`config.mk`:
```
export PLATFORM = sky130hd
export DESIGN_NAME = trng_sched
export DESIGN_NICKNAME = d
export VERILOG_FILES = /design/src/rtl/trng_sched.sv
export SDC_FILE = /design/constraint.sdc
export NUM_CORES = 1
export LEC_CHECK = 0
export ABC_AREA = 1
export BUFFER_PORTS_ARGS = -buffer_cell sky130_fd_sc_hd__buf_4
export CAP_MARGIN = 10
export CORE_UTILIZATION = 50
export CTS_BUF_LIST = sky130_fd_sc_hd__clkbuf_4 sky130_fd_sc_hd__clkbuf_8 sky130_fd_sc_hd__clkbuf_16
export DETAILED_ROUTE_END_ITERATION = 10
export PLACE_DENSITY = 0.69
export REMOVE_ABC_BUFFERS = 1
export SYNTH_ARGS = -nofsm -noshare
export SYNTH_HDL_FRONTEND = slang
export SYNTH_SLANG_ARGS = --single-unit
```
`constraint.sdc`:
```
create_clock -name clk -period 3.72 [get_ports clk]
set_input_delay 0.558 -clock clk [delete_from_list [all_inputs] [get_ports clk]]
set_output_delay 0.558 -clock clk [all_outputs]
set_load 0.1 [all_outputs]
```
`src/rtl/trng_sched.sv`:
```
// trng_sched: phase sequencer, word collector, reseed scheduler and
// repetition-count health test for the NLFSR-based TRNG datapath.
module trng_sched #(
  parameter int LOAD_CYCLES  = 80,
  parameter int INIT_CYCLES  = 160,
  parameter int WORD_W       = 32,
  parameter int RESEED_WORDS = 1024,
  parameter int RCT_LIMIT    = 32
) (
  input  logic              clk,
  input  logic              rst,
  input  logic              start,
  input  logic              stop,
  input  logic              warbler_i,
  output logic              load_en,
  output logic              init_en,
  output logic              run_en,
  output logic              nlfsr3_ce,
  output logic [WORD_W-1:0] word_o,
  output logic              word_valid,
  input  logic              word_ready,
  output logic              busy,
  output logic              health_fail
);

  localparam int CYC_MAX = (LOAD_CYCLES > INIT_CYCLES) ? LOAD_CYCLES : INIT_CYCLES;
  localparam int CYC_W   = $clog2(CYC_MAX + 1);
  localparam int BIT_W   = $clog2(WORD_W);
  localparam int XFER_W  = $clog2(RESEED_WORDS + 1);
  localparam int RUN_W   = $clog2(RCT_LIMIT + 1);

  localparam logic [CYC_W-1:0]  LOAD_LAST = CYC_W'(LOAD_CYCLES - 1);
  localparam logic [CYC_W-1:0]  INIT_LAST = CYC_W'(INIT_CYCLES - 1);
  localparam logic [BIT_W-1:0]  BIT_LAST  = BIT_W'(WORD_W - 1);
  localparam logic [XFER_W-1:0] XFER_LAST = XFER_W'(RESEED_WORDS - 1);
  localparam logic [RUN_W-1:0]  RUN_LIMIT = RUN_W'(RCT_LIMIT);

  typedef enum logic [2:0] {
    S_IDLE,
    S_LOAD,
    S_INIT,
    S_RUN,
    S_STALL,
    S_FAIL
  } state_t;

  state_t            r_state, w_next;
  logic [CYC_W-1:0]  r_cyc_cnt, w_cyc_next;
  logic [BIT_W-1:0]  r_bit_cnt, w_bit_next;
  logic [XFER_W-1:0] r_xfer_cnt, w_xfer_next;
  logic [RUN_W-1:0]  r_run_cnt, w_run_next;
  logic [WORD_W-1:0] r_shift, w_shift_next;
  logic [WORD_W-1:0] r_word, w_hold_src;
  logic              r_valid, w_hold_ld;
  logic              r_load_en, r_init_en, r_run_en, r_ce, r_busy, r_health_fail;

  logic              w_accept;
  logic              w_word_done;
  logic              w_xfer_last;
  logic              w_fail_entry;
  logic [WORD_W-1:0] w_shift_in;
  logic [RUN_W-1:0]  w_run_inc;

  assign w_accept    = r_valid & word_ready;
  assign w_word_done = (r_bit_cnt == BIT_LAST);
  assign w_xfer_last = (r_xfer_cnt == XFER_LAST);
  assign w_shift_in  = {warbler_i, r_shift[WORD_W-1:1]};
  // The MSB of the shift register is always the most recently collected bit,
  // so the run length carries across word boundaries and stalls.
  assign w_run_inc   = ((r_run_cnt != '0) && (warbler_i == r_shift[WORD_W-1]))
                       ? r_run_cnt + RUN_W'(1) : RUN_W'(1);

  // NOTE: every signal written here gets a default first, so no path leaves
  // one unassigned and no latch is inferred.
  always_comb begin
    w_next       = r_state;
    w_cyc_next   = r_cyc_cnt;
    w_bit_next   = r_bit_cnt;
    w_xfer_next  = r_xfer_cnt;
    w_run_next   = r_run_cnt;
    w_shift_next = r_shift;
    w_hold_ld    = 1'b0;
    w_hold_src   = r_shift;

    case (r_state)
      S_IDLE: begin
        if (start && !stop) w_next = S_LOAD;
      end
      S_LOAD: begin
        if (stop) begin
          w_next = S_IDLE;
        end else if (r_cyc_cnt == LOAD_LAST) begin
          w_next     = S_INIT;
          w_cyc_next = '0;
        end else begin
          w_cyc_next = r_cyc_cnt + CYC_W'(1);
        end
      end
      S_INIT: begin
        if (stop) begin
          w_next = S_IDLE;
        end else if (r_cyc_cnt == INIT_LAST) begin
          w_next     = S_RUN;
          w_cyc_next = '0;
        end else begin
          w_cyc_next = r_cyc_cnt + CYC_W'(1);
        end
      end
      S_RUN: begin
        w_shift_next = w_shift_in;
        w_run_next   = w_run_inc;
        w_bit_next   = w_word_done ? '0 : r_bit_cnt + BIT_W'(1);
        if (w_run_inc == RUN_LIMIT) begin
          w_next = S_FAIL;
        end else if (stop) begin
          w_next = S_IDLE;
        end else if (w_word_done) begin
          if (!r_valid || w_accept) begin
            w_hold_ld  = 1'b1;
            w_hold_src = w_shift_in;
            if (w_xfer_last) begin
              w_next      = S_LOAD;
              w_xfer_next = '0;
            end else begin
              w_xfer_next = r_xfer_cnt + XFER_W'(1);
            end
          end else begin
            w_next = S_STALL;
          end
        end
      end
      S_STALL: begin
        if (stop) begin
          w_next = S_IDLE;
        end else if (w_accept) begin
          w_hold_ld = 1'b1;
          if (w_xfer_last) begin
            w_next      = S_LOAD;
            w_xfer_next = '0;
          end else begin
            w_next      = S_RUN;
            w_xfer_next = r_xfer_cnt + XFER_W'(1);
          end
        end
      end
      S_FAIL: begin
      end
      default: begin
        w_next = S_IDLE;
      end
    endcase

    // Partial words never survive a seeding pass, an abort or a failure.
    if (w_next != r_state) begin
      if (w_next == S_LOAD) begin
        w_shift_next = '0;
        w_bit_next   = '0;
        w_run_next   = '0;
        w_cyc_next   = '0;
      end else if (w_next == S_IDLE || w_next == S_FAIL) begin
        w_shift_next = '0;
        w_bit_next   = '0;
      end
    end
  end

  assign w_fail_entry = (w_next == S_FAIL) && (r_state != S_FAIL);

  // NOTE: sequential state uses non-blocking assignments so every register
  // samples the pre-edge values, independent of statement order.
  always_ff @(posedge clk or posedge rst) begin
    if (rst) begin
      r_state    <= S_IDLE;
      r_cyc_cnt  <= '0;
      r_bit_cnt  <= '0;
      r_xfer_cnt <= '0;
      r_run_cnt  <= '0;
      r_shift    <= '0;
    end else begin
      r_state    <= w_next;
      r_cyc_cnt  <= w_cyc_next;
      r_bit_cnt  <= w_bit_next;
      r_xfer_cnt <= w_xfer_next;
      r_run_cnt  <= w_run_next;
      r_shift    <= w_shift_next;
    end
  end

  always_ff @(posedge clk or posedge rst) begin
    if (rst) begin
      r_valid <= 1'b0;
      r_word  <= '0;
    end else if (w_fail_entry) begin
      r_valid <= 1'b0;
      r_word  <= '0;
    end else if (w_hold_ld) begin
      r_valid <= 1'b1;
      r_word  <= w_hold_src;
    end else if (w_accept) begin
      r_valid <= 1'b0;
    end
  end

  // Enables are registered from the next state so they align with it.
  always_ff @(posedge clk or posedge rst) begin
    if (rst) begin
      r_load_en     <= 1'b0;
      r_init_en     <= 1'b0;
      r_run_en      <= 1'b0;
      r_ce          <= 1'b0;
      r_busy        <= 1'b0;
      r_health_fail <= 1'b0;
    end else begin
      r_load_en     <= (w_next == S_LOAD);
      r_init_en     <= (w_next == S_INIT);
      r_run_en      <= (w_next == S_RUN) || (w_next == S_STALL);
      r_ce          <= (w_next == S_RUN);
      r_busy        <= (w_next != S_IDLE);
      r_health_fail <= (w_next == S_FAIL);
    end
  end

  assign load_en     = r_load_en;
  assign init_en     = r_init_en;
  assign run_en      = r_run_en;
  assign nlfsr3_ce   = r_ce;
  assign busy        = r_busy;
  assign health_fail = r_health_fail;
  assign word_o      = r_word;
  assign word_valid  = r_valid;

endmodule

```
==> impl_metrics.env, run 1 <==
export IMPL_critical_path_class="flop to flop"
export IMPL_routed_wirelength_mm=11.5
export IMPL_power_leakage_nw=3.03
export IMPL_hold_buffers=0
export IMPL_synth_area_leader_cell="dfrtp_1"
export IMPL_crit_family="simple AND/OR/NAND/NOR gates"
export IMPL_final_max_slew_violation_count=0
export IMPL_via_per_inst=5.15
export IMPL_power_switching_uw=503
export IMPL_grt_pass1_vias=4233
export IMPL_reg2reg_depth=14
export IMPL_syn_area_um2=5440
export IMPL_hold_class="primary input to asynchronous set/reset pin"
export IMPL_swShare_pct=24.4
export IMPL_final_layout_size_suffix_gt1_share_pct=17.3
export IMPL_syn_avg_cell_area_um2=8.07
export IMPL_cp_slowest_cell="nor2_8"
export IMPL_drt_iter0_markers=364
export IMPL_io_buffer_count=44
export IMPL_cts_made_buffers=9
export IMPL_vias=4373
export IMPL_diodes=0
export IMPL_grt_pass1_wl_mm=19.7
export IMPL_die_area_um2=11300
export IMPL_wl_met2_mm=5.43
export IMPL_ys_ff_latch=104
export IMPL_cp_buffers_inverters=1
export IMPL_synthArstFlopShare_pct=100
export IMPL_reg2reg_from="r_run_cnt[0]$_DFF_PP0_"
export IMPL_final_setup_tns_ns=0
export IMPL_die_h_um=106
export IMPL_irDropWorstVdd_mv=0.210
export IMPL_hold_violations=0
export IMPL_ant_nets=0
export IMPL_setup_ws_ns=0.972
export IMPL_path_cells="inv_1 -> ha_1 -> nor2_1 -> nand3_1 -> nor2_1 -> nand3_2 -> nand2_1 -> nand2_2 -> nand2_4 -> nand2_1 -> nand2_1 -> nor2_4 -> nor2_8 -> nor2_1"
export IMPL_met3WireLength_um=433
export IMPL_fin_area_um2=6070
export IMPL_crit_fanout=37
export IMPL_syn_inst=675
export IMPL_finalCriticalPeriod_ns=2.75
export IMPL_p_clk_share_pct=36.3
export IMPL_grt_overflow=0
export IMPL_min_period_over_period_pct=73.9
export IMPL_clockBufferDepth=2
export IMPL_highest_layer="met4"
export IMPL_maxCapViolations=0
export IMPL_max_freq_ghz=0.364
export IMPL_ioPinCount=45
export IMPL_grt_max_degree=68
export IMPL_cts_htree_levels=3
export IMPL_clk_pin_slew_ns=0.10
export IMPL_p_comb_share_pct=7.2
export IMPL_post_place_ws_ns=1.00
export IMPL_run_status="completed"
export IMPL_finClkSkew_ns=0.0117
export IMPL_crit_arrival_ns=2.96
export IMPL_cts_sinks=104
export IMPL_synth_area_leaders="dfrtp_1 (48%), nand2_1 (12%), inv_1 (7.2%)"
export IMPL_wl_met1_mm=5.47
export IMPL_postCtsSetupBuffers=0
export IMPL_grt_use_total_pct=21.9
export IMPL_clockRootBuffer="clkbuf_8"
export IMPL_antenna_found_initial=0
export IMPL_cts_tree="built"
export IMPL_final_nets=721
export IMPL_slowest_delay_ns=0.57
export IMPL_route_detailed_wl_per_inst_um=13.5
export IMPL_core_um2=10500
export IMPL_dpl_hpwl_mm=7.70
export IMPL_power_internal_mw=1.56
export IMPL_setup_violations_final=0
export IMPL_synth_commonest_cells="nand2_1 (168), dfrtp_1 (104), inv_1 (104), nor2_1 (53), o21ai_0 (47)"
export IMPL_start_util_pct=52.0
export IMPL_synthFlopType="dfrtp_1"
export IMPL_cts_resized=0
export IMPL_cp_depth=14
export IMPL_yosys_area_top_type_share_pct=47.8
export IMPL_power_density_nw_per_um2=339
export IMPL_required_ns=3.94
export IMPL_timing_rr_end="r_bit_cnt[4]$_DFF_PP0_"
export IMPL_gp_congestion=0.852
export IMPL_seq_area_frac_synth_pct=47.8
export IMPL_yosysMostFrequentCell="nand2_1"
export IMPL_worstSetupEndpointType="flop"
export IMPL_yosysWarnings=0
export IMPL_insertion_delay_ns=0.37
export IMPL_area_growth_pct=11.5
export IMPL_cp_start_kind="flop"
export IMPL_power_frac_seq_pct=56.6
export IMPL_fp_dieW_um=106
export IMPL_dpl_cell_area_um2=5860
export IMPL_rrSetupSlack_ns=0.97
export IMPL_remaining_drc_errors=0
export IMPL_synth_edf_count=0
export IMPL_worst_pin_slew_ns=0.978
export IMPL_rsz0062_at_grt="false"
export IMPL_relSlewSlack_pct=34.7
export IMPL_ys_types=40
export IMPL_fp_row_count=37
export IMPL_first_pass_iters=4
==> cell usage in the layout (no fill, tap or decap), types with 4 or more instances in the layout <==
| cell type | netlist | layout |
|---|---|---|
| a21oi_1 | 5 | 5 |
| buf_4 | 1 | 50 |
| clkbuf_8 | 0 | 12 |
| dfrtp_1 | 104 | 104 |
| ha_1 | 6 | 6 |
| inv_1 | 104 | 103 |
| inv_2 | 8 | 8 |
| nand2_1 | 168 | 168 |
| nand3_1 | 31 | 31 |
| nand4_1 | 6 | 6 |
| nor2_1 | 53 | 53 |
| nor2_2 | 32 | 32 |
| nor3_1 | 8 | 8 |
| o211ai_1 | 6 | 6 |
| o21ai_0 | 47 | 47 |
| o221ai_1 | 31 | 31 |
| xor2_1 | 4 | 4 |
==> power by group through the flow <==
stage	Sequential (mW)	Combinational (mW)	Clock (mW)
2_1_floorplan	1.20	0.0997	0
3_3_place_gp	1.19	0.146	0
3_5_place_dp	1.19	0.150	0
4_1_cts	1.17	0.150	0.767
5_1_grt	1.17	0.166	0.805
6_report	1.16	0.148	0.747
==> metrics by stage <==
stage / hold slack, ns / utilization [%] / instances / power (mW)
6_report: 0.335 / 58.0 / 849 / 2.06
5_1_grt: 0.413 / 58.0 / 849 / 2.14
2_1_floorplan: 0.463 / - / 648 / 1.30
3_3_place_gp: 0.496 / 56.0 / 834 / 1.33
4_1_cts: 0.373 / 58.0 / 849 / 2.08
3_5_place_dp: 0.496 / 56.0 / 834 / 1.34
==> routing by layer <==
| metal | global-route usage (%) | up-vias |
|---|---|---|
| met5 | 0 | - |
| met4 | 7.74 | 0 |
| met3 | 3.62 | 14 |
| met2 | 35.2 | 84 |
| met1 | 30.0 | 2060 |
| li1 | - | 2215 |
==> worst max path at each step <==
stage	from	to
floorplan	rst	busy$_DFF_PP0_
finish	r_run_cnt[0]$_DFF_PP0_	r_bit_cnt[4]$_DFF_PP0_
global route	r_run_cnt[0]$_DFF_PP0_	r_shift[1]$_DFF_PP0_
CTS	r_run_cnt[0]$_DFF_PP0_	r_bit_cnt[4]$_DFF_PP0_
global placement	r_run_cnt[0]$_DFF_PP0_	r_xfer_cnt[8]$_DFFE_PP0P_
detailed placement	r_run_cnt[0]$_DFF_PP0_	r_shift[3]$_DFF_PP0_
==> cells by family after synthesis <==
family                     after synthesis  share of synthesized area [%]
AOI/OAI and AO/OA                      101                           12.3
DFF                                    104                           47.8
muxes                                    2                          0.368
adders and majority gates                6                           1.38
buffers and inverters                  139                           10.3
and+or+nand+nor                        315                           26.5
xor gates and xnor gates                 8                           1.43
==> layout make-up <==
cell class	count	area [µm²]
fillers	973	4390
flip-flops and latches	104	2600
multi-input cells	432	2290
inverters	112	423
repair buffers	50	375
clock buffers	13	173
well taps	136	170
clock inverters	2	37.5
==> worst register-to-register path: stages (launching register included) <==
cell and delay (ns):
dfrtp_1 0.41, inv_1 0.12, ha_1 0.32, nor2_1 0.12, nand3_1 0.08, nor2_1 0.16
nand3_2 0.17, nand2_1 0.12, nand2_2 0.08, nand2_4 0.10, nand2_1 0.07, nand2_1 0.11
nor2_4 0.07, nor2_8 0.57, nor2_1 0.10
==> registers in the layout (all words and copies together) (netlist names), 3 cells and up <==
register	count
r_shift	32
word_o	32
r_xfer_cnt	11
r_cyc_cnt	8
r_run_cnt	6
r_bit_cnt	5
r_state	3
No activity file was read; power rests on OpenSTA's default activity.
==> inputs of run 2 (changes only) <==
--- a/config.mk
+++ b/config.mk
@@ -11,7 +11,7 @@
 export CORE_UTILIZATION = 50
 export CTS_BUF_LIST = sky130_fd_sc_hd__clkbuf_4 sky130_fd_sc_hd__clkbuf_8 sky130_fd_sc_hd__clkbuf_16
 export DETAILED_ROUTE_END_ITERATION = 10
-export PLACE_DENSITY = 0.69
+export PLACE_DENSITY = 0.71
 export REMOVE_ABC_BUFFERS = 1
 export SYNTH_ARGS = -nofsm -noshare
 export SYNTH_HDL_FRONTEND = slang
==> constraint.sdc (replaced) <==
create_clock -name clk -period 2.3 [get_ports clk]
set_input_delay 0.345 -clock clk [delete_from_list [all_inputs] [get_ports clk]]
set_output_delay 0.345 -clock clk [all_outputs]
set_load 0.1 [all_outputs]
==> impl_metrics.env, run 2 (synthesized netlist as in run 1, its figures left out) <==
export IMPL_die_area_um2=11300
export IMPL_remaining_drc_errors=0
export IMPL_cts_sinks=104
export IMPL_via_per_inst=5.27
export IMPL_gp_congestion=0.916
export IMPL_min_period_over_period_pct=101
export IMPL_regArea_um2=2600
export IMPL_p_clk_share_pct=34.5
export IMPL_slowest_delay_ns=0.40
export IMPL_reg2reg_depth=16
export IMPL_setup_violations_final=30
export IMPL_setup_ws_ns=-0.0207
export IMPL_cp_buffers_inverters=4
export IMPL_fillers=865
export IMPL_maxCapViolations=0
export IMPL_final_nets=777
export IMPL_swShare_pct=27.5
export IMPL_clk_pin_slew_ns=0.11
export IMPL_hold_class="primary input to asynchronous set/reset pin"
export IMPL_critical_path_class="flop to flop"
export IMPL_power_internal_mw=2.55
export IMPL_first_pass_iters=5
export IMPL_clockBufferDepth=2
export IMPL_io_buffer_count=44
export IMPL_crit_arrival_ns=2.62
export IMPL_finalCriticalPeriod_ns=2.32
export IMPL_power_leakage_nw=3.36
export IMPL_worstSetupEndpointType="flop"
export IMPL_required_ns=2.60
export IMPL_fp_row_count=37
export IMPL_grt_overflow=0
export IMPL_power_switching_uw=965
export IMPL_antenna_found_initial=0
export IMPL_relSlewSlack_pct=60.3
export IMPL_grt_max_degree=70
export IMPL_grt_pass1_wl_mm=20.8
export IMPL_hold_violations=8
export IMPL_grt_pass1_vias=4448
export IMPL_worst_pin_slew_ns=0.595
export IMPL_crit_family="simple AND/OR/NAND/NOR gates"
export IMPL_fp_dieW_um=106
export IMPL_drt_iter0_markers=324
export IMPL_finClkSkew_ns=0.0127
export IMPL_die_h_um=106
export IMPL_path_cells="ha_2 -> nand2_2 -> nor2_2 -> ha_2 -> inv_2 -> nand2_4 -> a21oi_2 -> o21ai_2 -> nand3_2 -> buf_4 -> nand2_4 -> nor2_4 -> nand2_4 -> clkbuf_16 -> nand2_1 -> inv_1"
export IMPL_multiInputGateArea_um2=2570
export IMPL_final_max_slew_violation_count=0
export IMPL_core_um2=10500
export IMPL_diodes=0
export IMPL_ant_nets=0
export IMPL_final_setup_tns_ns=-0.230
export IMPL_cp_slowest_cell="dfrtp_1"
export IMPL_rsz0062_at_grt="true"
export IMPL_clockRootBuffer="clkbuf_8"
export IMPL_violations="negative hold slack, negative setup slack"
export IMPL_timing_rr_end="word_o[24]$_DFFE_PP0P_"
export IMPL_route_detailed_wl_per_inst_um=15.4
export IMPL_routed_wirelength_mm=14.0
export IMPL_layout_common_cells="nand2_1 (142), dfrtp_1 (104), inv_1 (91), buf_4 (87), o21ai_0 (47)"
export IMPL_start_util_pct=52.0
export IMPL_cp_start_kind="flop"
export IMPL_grt_use_total_pct=23.5
export IMPL_layout_commonest_cell="nand2_1"
export IMPL_power_density_nw_per_um2=506
export IMPL_placed_cells_incl_taps=871
export IMPL_dpl_hpwl_mm=8.31
export IMPL_final_layout_size_suffix_gt1_share_pct=31.9
export IMPL_power_frac_seq_pct=53.5
export IMPL_max_freq_ghz=0.431
export IMPL_crit_fanout=8
export IMPL_cts_made_buffers=9
export IMPL_run_status="finished with violations"
export IMPL_ioPinCount=45
export IMPL_area_growth_pct=27.4
export IMPL_reg2reg_from="r_bit_cnt[1]$_DFF_PP0_"
export IMPL_cpMostUsedCell="nand2_4"
export IMPL_rrSetupSlack_ns=-0.02
export IMPL_p_comb_share_pct=12.0
export IMPL_hold_slack_ns=-0.00990
export IMPL_cts_tree="built"
export IMPL_irDropWorstVdd_mv=0.720
export IMPL_hold_buffers=0
export IMPL_vias=4768
export IMPL_finalNonFillerCells=905
export IMPL_cts_htree_levels=3
export IMPL_insertion_delay_ns=0.39
run 2: cell count changes in the layout (fill, tap and decap cells not counted), sizes merged:
cell / change
buf: +53
clkbuf: -2
clkinvlp: +2
inv: +2
nor2: +1
run 2: worst max-delay path by stage:
| stage | depth (start not counted) | end | slack (ns) | startpoint |
|---|---|---|---|---|
| after floorplan | 1 | busy$_DFF_PP0_ | -0.78 | rst |
| after global placement | 16 | r_shift[3]$_DFF_PP0_ | -0.13 | r_bit_cnt[0]$_DFF_PP0_ |
| after detailed placement | 16 | r_shift[4]$_DFF_PP0_ | -0.27 | r_bit_cnt[0]$_DFF_PP0_ |
| after CTS | 13 | r_bit_cnt[0]$_DFF_PP0_ | -0.002 | r_cyc_cnt[1]$_DFF_PP0_ |
| after global routing | 19 | r_cyc_cnt[3]$_DFF_PP0_ | -0.18 | r_bit_cnt[1]$_DFF_PP0_ |
| final | 16 | word_o[24]$_DFFE_PP0P_ | -0.02 | r_bit_cnt[1]$_DFF_PP0_ |
run 2: power groups by stage:
stage	sequential [mW]	clock, mW	combinational, mW
CTS	1.88	1.23	0.353
floorplan	1.94	0	0.161
global route	1.88	1.30	0.460
detailed placement	1.91	0	0.309
global placement	1.91	0	0.300
finish	1.88	1.21	0.423
run 2: final cells by class:
cell class | count | area share (%)
multi-input combinational | 433 | 37.0
clock inverter | 6 | 1.10
timing repair buffer | 105 | 14.0
clock buffer | 9 | 1.79
inverter | 112 | 6.15
sequential | 104 | 37.5
tap | 136 | 2.45
run 2: worst reg2reg max path, cell delays in order, from the launching register on:
cell       delay (ns)
dfrtp_1          0.40
ha_2             0.19
nand2_2          0.07
nor2_2           0.04
ha_2             0.20
inv_2            0.08
nand2_4          0.07
a21oi_2          0.15
o21ai_2          0.09
nand3_2          0.12
buf_4            0.18
nand2_4          0.07
nor2_4           0.12
nand2_4          0.11
clkbuf_16        0.21
nand2_1          0.08
inv_1            0.04
run 2: per-stage QoR:
step                hold slack (ns)  instance area [µm²]  worst slack [ns]  util, %  power [mW]
global placement              0.420                 6200            -0.125     59.3        2.21
CTS                        0.000376                 6520          -0.00199     62.3        3.46
floorplan                     0.463                 5310            -0.777        -        2.10
detailed placement            0.432                 6200            -0.266     59.3        2.22
finish                     -0.00990                 6940           -0.0207     66.3        3.51
global route                 0.0187                 6940            -0.181     66.3        3.64
run 2: repair_timing:
item / CTS / global route
buffers inserted: 8 / 8
gates resized for setup: 11 / 84
gates cloned: 1 / 3
pin swaps: 9 / 23
setup endpoints to repair: 81 / 90
run 2: per-layer routing:
metal | vias to the layer above | global-route usage [%] | wire, µm
met3 | 19 | 6.25 | 614
li1 | 2330 | - | -
met5 | - | 0 | 0
met2 | 108 | 40.1 | 7110
met4 | 0 | 5.95 | 209
met1 | 2311 | 29.6 | 6050
